`config.mk`:
```
export PLATFORM = sky130hd
export DESIGN_NAME = exu_trap_ctrl
export DESIGN_NICKNAME = d
export VERILOG_FILES = /design/src/rtl/exu_trap_ctrl.sv
export SDC_FILE = /design/constraint.sdc
export NUM_CORES = 1
export LEC_CHECK = 0
export CAP_MARGIN = 10
export CELL_PAD_IN_SITES_DETAIL_PLACEMENT = 1
export CELL_PAD_IN_SITES_GLOBAL_PLACEMENT = 1
export CORE_ASPECT_RATIO = 0.6
export CORE_MARGIN = 3
export CORE_UTILIZATION = 27
export CTS_BUF_LIST = sky130_fd_sc_hd__clkbuf_2 sky130_fd_sc_hd__clkbuf_4 sky130_fd_sc_hd__clkbuf_8
export CTS_CLUSTER_SIZE = 30
export DETAILED_ROUTE_END_ITERATION = 6
export HOLD_SLACK_MARGIN = 0.06
export PLACE_DENSITY = 0.95
export RECOVER_POWER = 50
export SETUP_SLACK_MARGIN = 0.3
export SLEW_MARGIN = 20
export SYNTH_ARGS = -nofsm -noshare
export SYNTH_HDL_FRONTEND = slang
export SYNTH_SLANG_ARGS = --single-unit
```
`constraint.sdc`:
```
create_clock -name clk -period 5.7 [get_ports clk]
set_clock_uncertainty 0.1 [all_clocks]
set_input_delay 0.57 -clock clk [delete_from_list [all_inputs] [get_ports clk]]
set_output_delay 0.57 -clock clk [all_outputs]
set_load 0.02 [all_outputs]
```
`src/rtl/exu_trap_ctrl.sv`:
```
// Commit-stage controller: round-robin ALU/LSU commit arbitration, normal retirement,
// exception sequencing (mepc, mcause, flush to mtvec) and ebreak halt.
module exu_trap_ctrl #(
    parameter int unsigned PC_SIZE = 32,
    parameter int unsigned XLEN    = 32
) (
    input  logic               clk,
    input  logic               rst,
    input  logic               alu_cmt_valid,
    output logic               alu_cmt_ready,
    input  logic [PC_SIZE-1:0] alu_cmt_pc,
    input  logic               alu_cmt_ebreak,
    input  logic               alu_cmt_ecall,
    input  logic               lsu_cmt_valid,
    output logic               lsu_cmt_ready,
    input  logic [PC_SIZE-1:0] lsu_cmt_pc,
    input  logic               lsu_cmt_ld_misa,
    input  logic               lsu_cmt_st_misa,
    input  logic [PC_SIZE-1:0] csr_mtvec,
    output logic               csr_wr_en,
    output logic [11:0]        csr_wr_addr,
    output logic [XLEN-1:0]    csr_wr_data,
    output logic               flush_req,
    output logic [PC_SIZE-1:0] redirect_pc,
    output logic               retire_valid,
    output logic [PC_SIZE-1:0] retire_pc,
    output logic               commit_trap,
    output logic [XLEN-1:0]    cmt_cause
);

    typedef enum logic [2:0] {
        IDLE,
        WR_EPC,
        WR_CAUSE,
        FLUSH,
        HALT
    } state_t;

    typedef enum logic {
        RR_ALU,
        RR_LSU
    } rr_t;

    localparam logic [11:0] CSR_MEPC     = 12'h341;
    localparam logic [11:0] CSR_MCAUSE   = 12'h342;
    localparam logic [3:0]  CAUSE_EBREAK = 4'd3;
    localparam logic [3:0]  CAUSE_LD_MIS = 4'd4;
    localparam logic [3:0]  CAUSE_ST_MIS = 4'd6;
    localparam logic [3:0]  CAUSE_ECALL  = 4'd11;

    state_t             state;
    state_t             state_nxt;
    rr_t                rr_ptr;
    rr_t                rr_nxt;
    logic [PC_SIZE-1:0] epc;
    logic [3:0]         ecause;

    logic               grant_alu;
    logic               grant_lsu;
    logic [PC_SIZE-1:0] gnt_pc;
    logic               gnt_ebreak;
    logic               gnt_exc;
    logic               gnt_retire;
    logic [3:0]         gnt_cause;

    // Arbitration: only IDLE grants; the round-robin pointer moves only on contention.
    always_comb begin
        grant_alu = 1'b0;
        grant_lsu = 1'b0;
        rr_nxt    = rr_ptr;
        if (state == IDLE) begin
            if (alu_cmt_valid && lsu_cmt_valid) begin
                if (rr_ptr == RR_ALU) begin
                    grant_alu = 1'b1;
                    rr_nxt    = RR_LSU;
                end else begin
                    grant_lsu = 1'b1;
                    rr_nxt    = RR_ALU;
                end
            end else begin
                grant_alu = alu_cmt_valid;
                grant_lsu = lsu_cmt_valid;
            end
        end
    end

    assign alu_cmt_ready = grant_alu;
    assign lsu_cmt_ready = grant_lsu;

    always_comb begin
        gnt_pc     = '0;
        gnt_ebreak = 1'b0;
        gnt_exc    = 1'b0;
        gnt_cause  = '0;
        if (grant_alu) begin
            gnt_pc = alu_cmt_pc;
            if (alu_cmt_ebreak) begin
                gnt_ebreak = 1'b1;
                gnt_cause  = CAUSE_EBREAK;
            end else if (alu_cmt_ecall) begin
                gnt_exc   = 1'b1;
                gnt_cause = CAUSE_ECALL;
            end
        end else if (grant_lsu) begin
            gnt_pc = lsu_cmt_pc;
            if (lsu_cmt_ld_misa) begin
                gnt_exc   = 1'b1;
                gnt_cause = CAUSE_LD_MIS;
            end else if (lsu_cmt_st_misa) begin
                gnt_exc   = 1'b1;
                gnt_cause = CAUSE_ST_MIS;
            end
        end
    end

    assign gnt_retire = (grant_alu | grant_lsu) & ~gnt_ebreak & ~gnt_exc;

    always_comb begin
        state_nxt = state;
        case (state)
            IDLE: begin
                if (gnt_ebreak) begin
                    state_nxt = HALT;
                end else if (gnt_exc) begin
                    state_nxt = WR_EPC;
                end
            end
            WR_EPC:   state_nxt = WR_CAUSE;
            WR_CAUSE: state_nxt = FLUSH;
            FLUSH:    state_nxt = IDLE;
            HALT:     state_nxt = HALT;
            default:  state_nxt = IDLE;
        endcase
    end

    always_comb begin
        csr_wr_en   = 1'b0;
        csr_wr_addr = '0;
        csr_wr_data = '0;
        flush_req   = 1'b0;
        redirect_pc = '0;
        case (state)
            WR_EPC: begin
                csr_wr_en   = 1'b1;
                csr_wr_addr = CSR_MEPC;
                csr_wr_data = XLEN'(epc);
            end
            WR_CAUSE: begin
                csr_wr_en   = 1'b1;
                csr_wr_addr = CSR_MCAUSE;
                csr_wr_data = XLEN'(ecause);
            end
            FLUSH: begin
                flush_req   = 1'b1;
                redirect_pc = {csr_mtvec[PC_SIZE-1:2], 2'b00};
            end
            default: ;
        endcase
    end

    always_ff @(posedge clk) begin
        if (rst) begin
            state        <= IDLE;
            rr_ptr       <= RR_ALU;
            epc          <= '0;
            ecause       <= '0;
            retire_valid <= 1'b0;
            retire_pc    <= '0;
            commit_trap  <= 1'b0;
            cmt_cause    <= '0;
        end else begin
            state        <= state_nxt;
            rr_ptr       <= rr_nxt;
            retire_valid <= gnt_retire;
            if (gnt_retire) begin
                retire_pc <= gnt_pc;
            end
            if (gnt_exc || gnt_ebreak) begin
                epc       <= gnt_pc;
                ecause    <= gnt_cause;
                cmt_cause <= XLEN'(gnt_cause);
            end
            if (gnt_ebreak) begin
                commit_trap <= 1'b1;
            end
        end
    end

endmodule

```
==> flow_summary.json <==
{
  "leakage_nw": 2.300,
  "highest_layer": "met4",
  "worstSkewPairLatency_ns": 0.34,
  "grt-ovfl-total": 0,
  "worst-slew-pin-transition_ns": 1.850,
  "ys.flop_type": "dfxtp_1",
  "vias": 3838,
  "synth_edf_count": 0,
  "worstPathArrival_ns": 4.43,
  "path_clk_slew_ns": 0.09,
  "hold_path.startpoint": "commit_trap",
  "htreeDepth": 3,
  "maxSlewHeadroom_pct": -23.33,
  "critPathKind": "primary input to register",
  "fmax_mhz": 230.7,
  "die_area_um2": 15310,
  "crit_required_ns": 5.79,
  "fin_crit_ns": 4.334,
  "syn2layout_area_growth_pct": 59.49,
  "rsz0062_at_grt": "no",
  "wl_met2_mm": 7.369,
  "cp_slowest_cell": "clkbuf_1",
  "pre_cts_ws_ns": 2.018,
  "synth-async-reset-ratio_pct": 0,
  "ioPinCount": 250,
  "grt_pass1_wl_mm": 23.52,
  "cts_sinks": 74,
  "core-area_um2": 13170,
  "violations": "max-capacitance violations, max-slew violations",
  "status": "complete, but fails checks",
  "grt_antenna_before_repair": 0,
  "crit_fanout": 37,
  "cellPowerDensity_nw_per_um2": 307.5,
  "synth_seq_cells": 74,
  "ant_nets": 0,
  "hold_violations": 0,
  "maxCapViolations": 1,
  "num_rows": 32,
  "hpwlAfterDp_mm": 11.44,
  "finalCritPeriodShare_pct": 76.04,
  "dp_cells": 768,
  "holdWs_ns": 0.3591,
  "final_area_um2": 5951,
  "fin_nets": 714,
  "drive_gt1_share_pct": 5.203,
  "crit_chain": "dlygate4sd3_1 > or4b_1 > nor3_4 > clkbuf_1 > or2_2 > a311oi_1",
  "grt_start_max_net_pins": 75,
  "grt_use_total_pct": 19.65,
  "cts_resized": 0,
  "wl_met1_mm": 6.899,
  "r2r_start": "state[0]",
  "initial_core_util_pct": 28.32,
  "p_total_mw": 1.830,
  "cts_tree": "done",
  "hold_path_class": "register to register",
  "synthCells": 424,
  "fin_cells": 785,
  "critPathLaunch": "lsu_cmt_valid",
  "firstDrtPassIters": 4,
  "yosysSeqAreaShare_pct": 39.70,
  "finalSetupViolations": 0,
  "synth_area_per_cell_um2": 8.800,
  "die_h_um": 97.06,
  "fin_util_pct": 45.17,
  "placed_cell_area_um2": 5782,
  "drt_iter0_drc": 196,
  "wl_mm": 15.43,
  "max-clock-path-buffers": 2,
  "routedWlPerCell_um": 19.65,
  "crit_path_end_kind": "register",
  "fin_ws_ns": 1.366,
  "tns_ns": 0,
  "grt_pass1_vias": 4010,
  "gp_congestion": 0.7817,
  "cp-start-kind": "primary input",
  "cts_buffers": 9,
  "syn_area_um2": 3731,
  "clock-root-buffer": "clkbuf_8",
  "die-width_um": 157.8,
  "drc": 0,
  "cts_hold_buf": 0,
  "report.final.slew_viol_count": 38,
  "cts_setup_buffers": 0,
  "diodes": 0,
  "numPortBuffers": 210,
  "yosys_warnings": 0,
  "ys_types": 37,
  "peakVddDrop_uv": 124.6,
  "crit_path_max_incr_delay_ns": 1.35,
  "wl_met3_mm": 1.105,
  "vias_per_cell": 4.889
}
-- kinds of logic (layout without fill, tap and decap cells) --
logic type	after synthesis	after routing	synth area share, %
AOI/OAI and AO/OA	111	111	22.20
xor gates and xnor gates	1	1	0.2348
DFF	74	74	39.70
and+or+nand+nor	153	153	24.21
other	1	37	0.1005
buffers and inverters	84	239	13.55
-- layer usage --
layer / track usage (%) / vias up
met4: 2.400 / 0
met3: 5.340 / 7
met2: 32.08 / 132
li1: - / 1841
met1: 26.77 / 1858
met5: 0 / -
-- area by class of cell --
type / count / area (µm²)
fill: 1544 / 7222
clock inverter: 6 / 66.31
multi-input combinational: 302 / 1887
sequential: 74 / 1481
timing repair buffer: 219 / 2157
inverter: 4 / 15.01
tap: 170 / 212.7
clock buffer: 10 / 131.4
-- where the power goes --
part / internal, mW / switching [mW]
clock network: 0.208 / 0.206
logic: 0.309 / 0.437
registers: 0.613 / 0.0576
total: 1.13 / 0.700
-- registers in the layout (all words and copies together), names as in the netlist --
name / count
commit_trap: 1
ecause: 4
state: 3
retire_valid: 1
rr_ptr: 1
epc: 32
retire_pc: 32
-- Yosys cell counts, types with 2 or more instances --
master / number / share of area (%)
nor2_1: 4 / 0.40
nand2_1: 7 / 0.70
buf_4: 42 / 8.5
or4b_4: 2 / 0.74
nor2_2: 2 / 0.34
a22o_1: 4 / 0.94
nor3_1: 65 / 8.7
o21ai_0: 2 / 0.27
nor3b_1: 2 / 0.40
clkbuf_1: 17 / 1.7
a311oi_1: 4 / 0.94
or2_2: 2 / 0.34
a21oi_1: 5 / 0.67
nor2b_1: 3 / 0.50
buf_2: 20 / 2.7
inv_1: 4 / 0.40
and2_1: 58 / 9.7
a211oi_1: 60 / 12
a22oi_1: 30 / 6.0
dfxtp_1: 74 / 40
-- cell usage in the layout, fill, tap and decap left out, types with 4 or more instances in the layout --
master / instances
nand2_1: 7
and2_1: 56
a22oi_1: 30
inv_1: 4
a311oi_1: 4
clkdlybuf4s50_1: 143
clkbuf_8: 9
conb_1: 37
dfxtp_1: 74
a21oi_1: 5
nor2_1: 4
a22o_1: 4
dlygate4sd3_1: 66
a211oi_1: 60
nor3_1: 65
buf_4: 7
-- critical path: cells and delay by family --
| kind | cells | cell delay (ns) |
|---|---|---|
| simple gates | 3 | 1.61 |
| buf+inv | 2 | 2.03 |
| compound gates | 1 | 0.19 |
-- worst paths after layout --
path | slack, ns | to | cells after the start
min | 0.36 | commit_trap | 2
max | 1.37 | epc[8] | 6
min reg2reg | 0.36 | commit_trap | 2
max reg2reg | 1.83 | epc[8] | 5
Power figures use the tool's default switching activity.
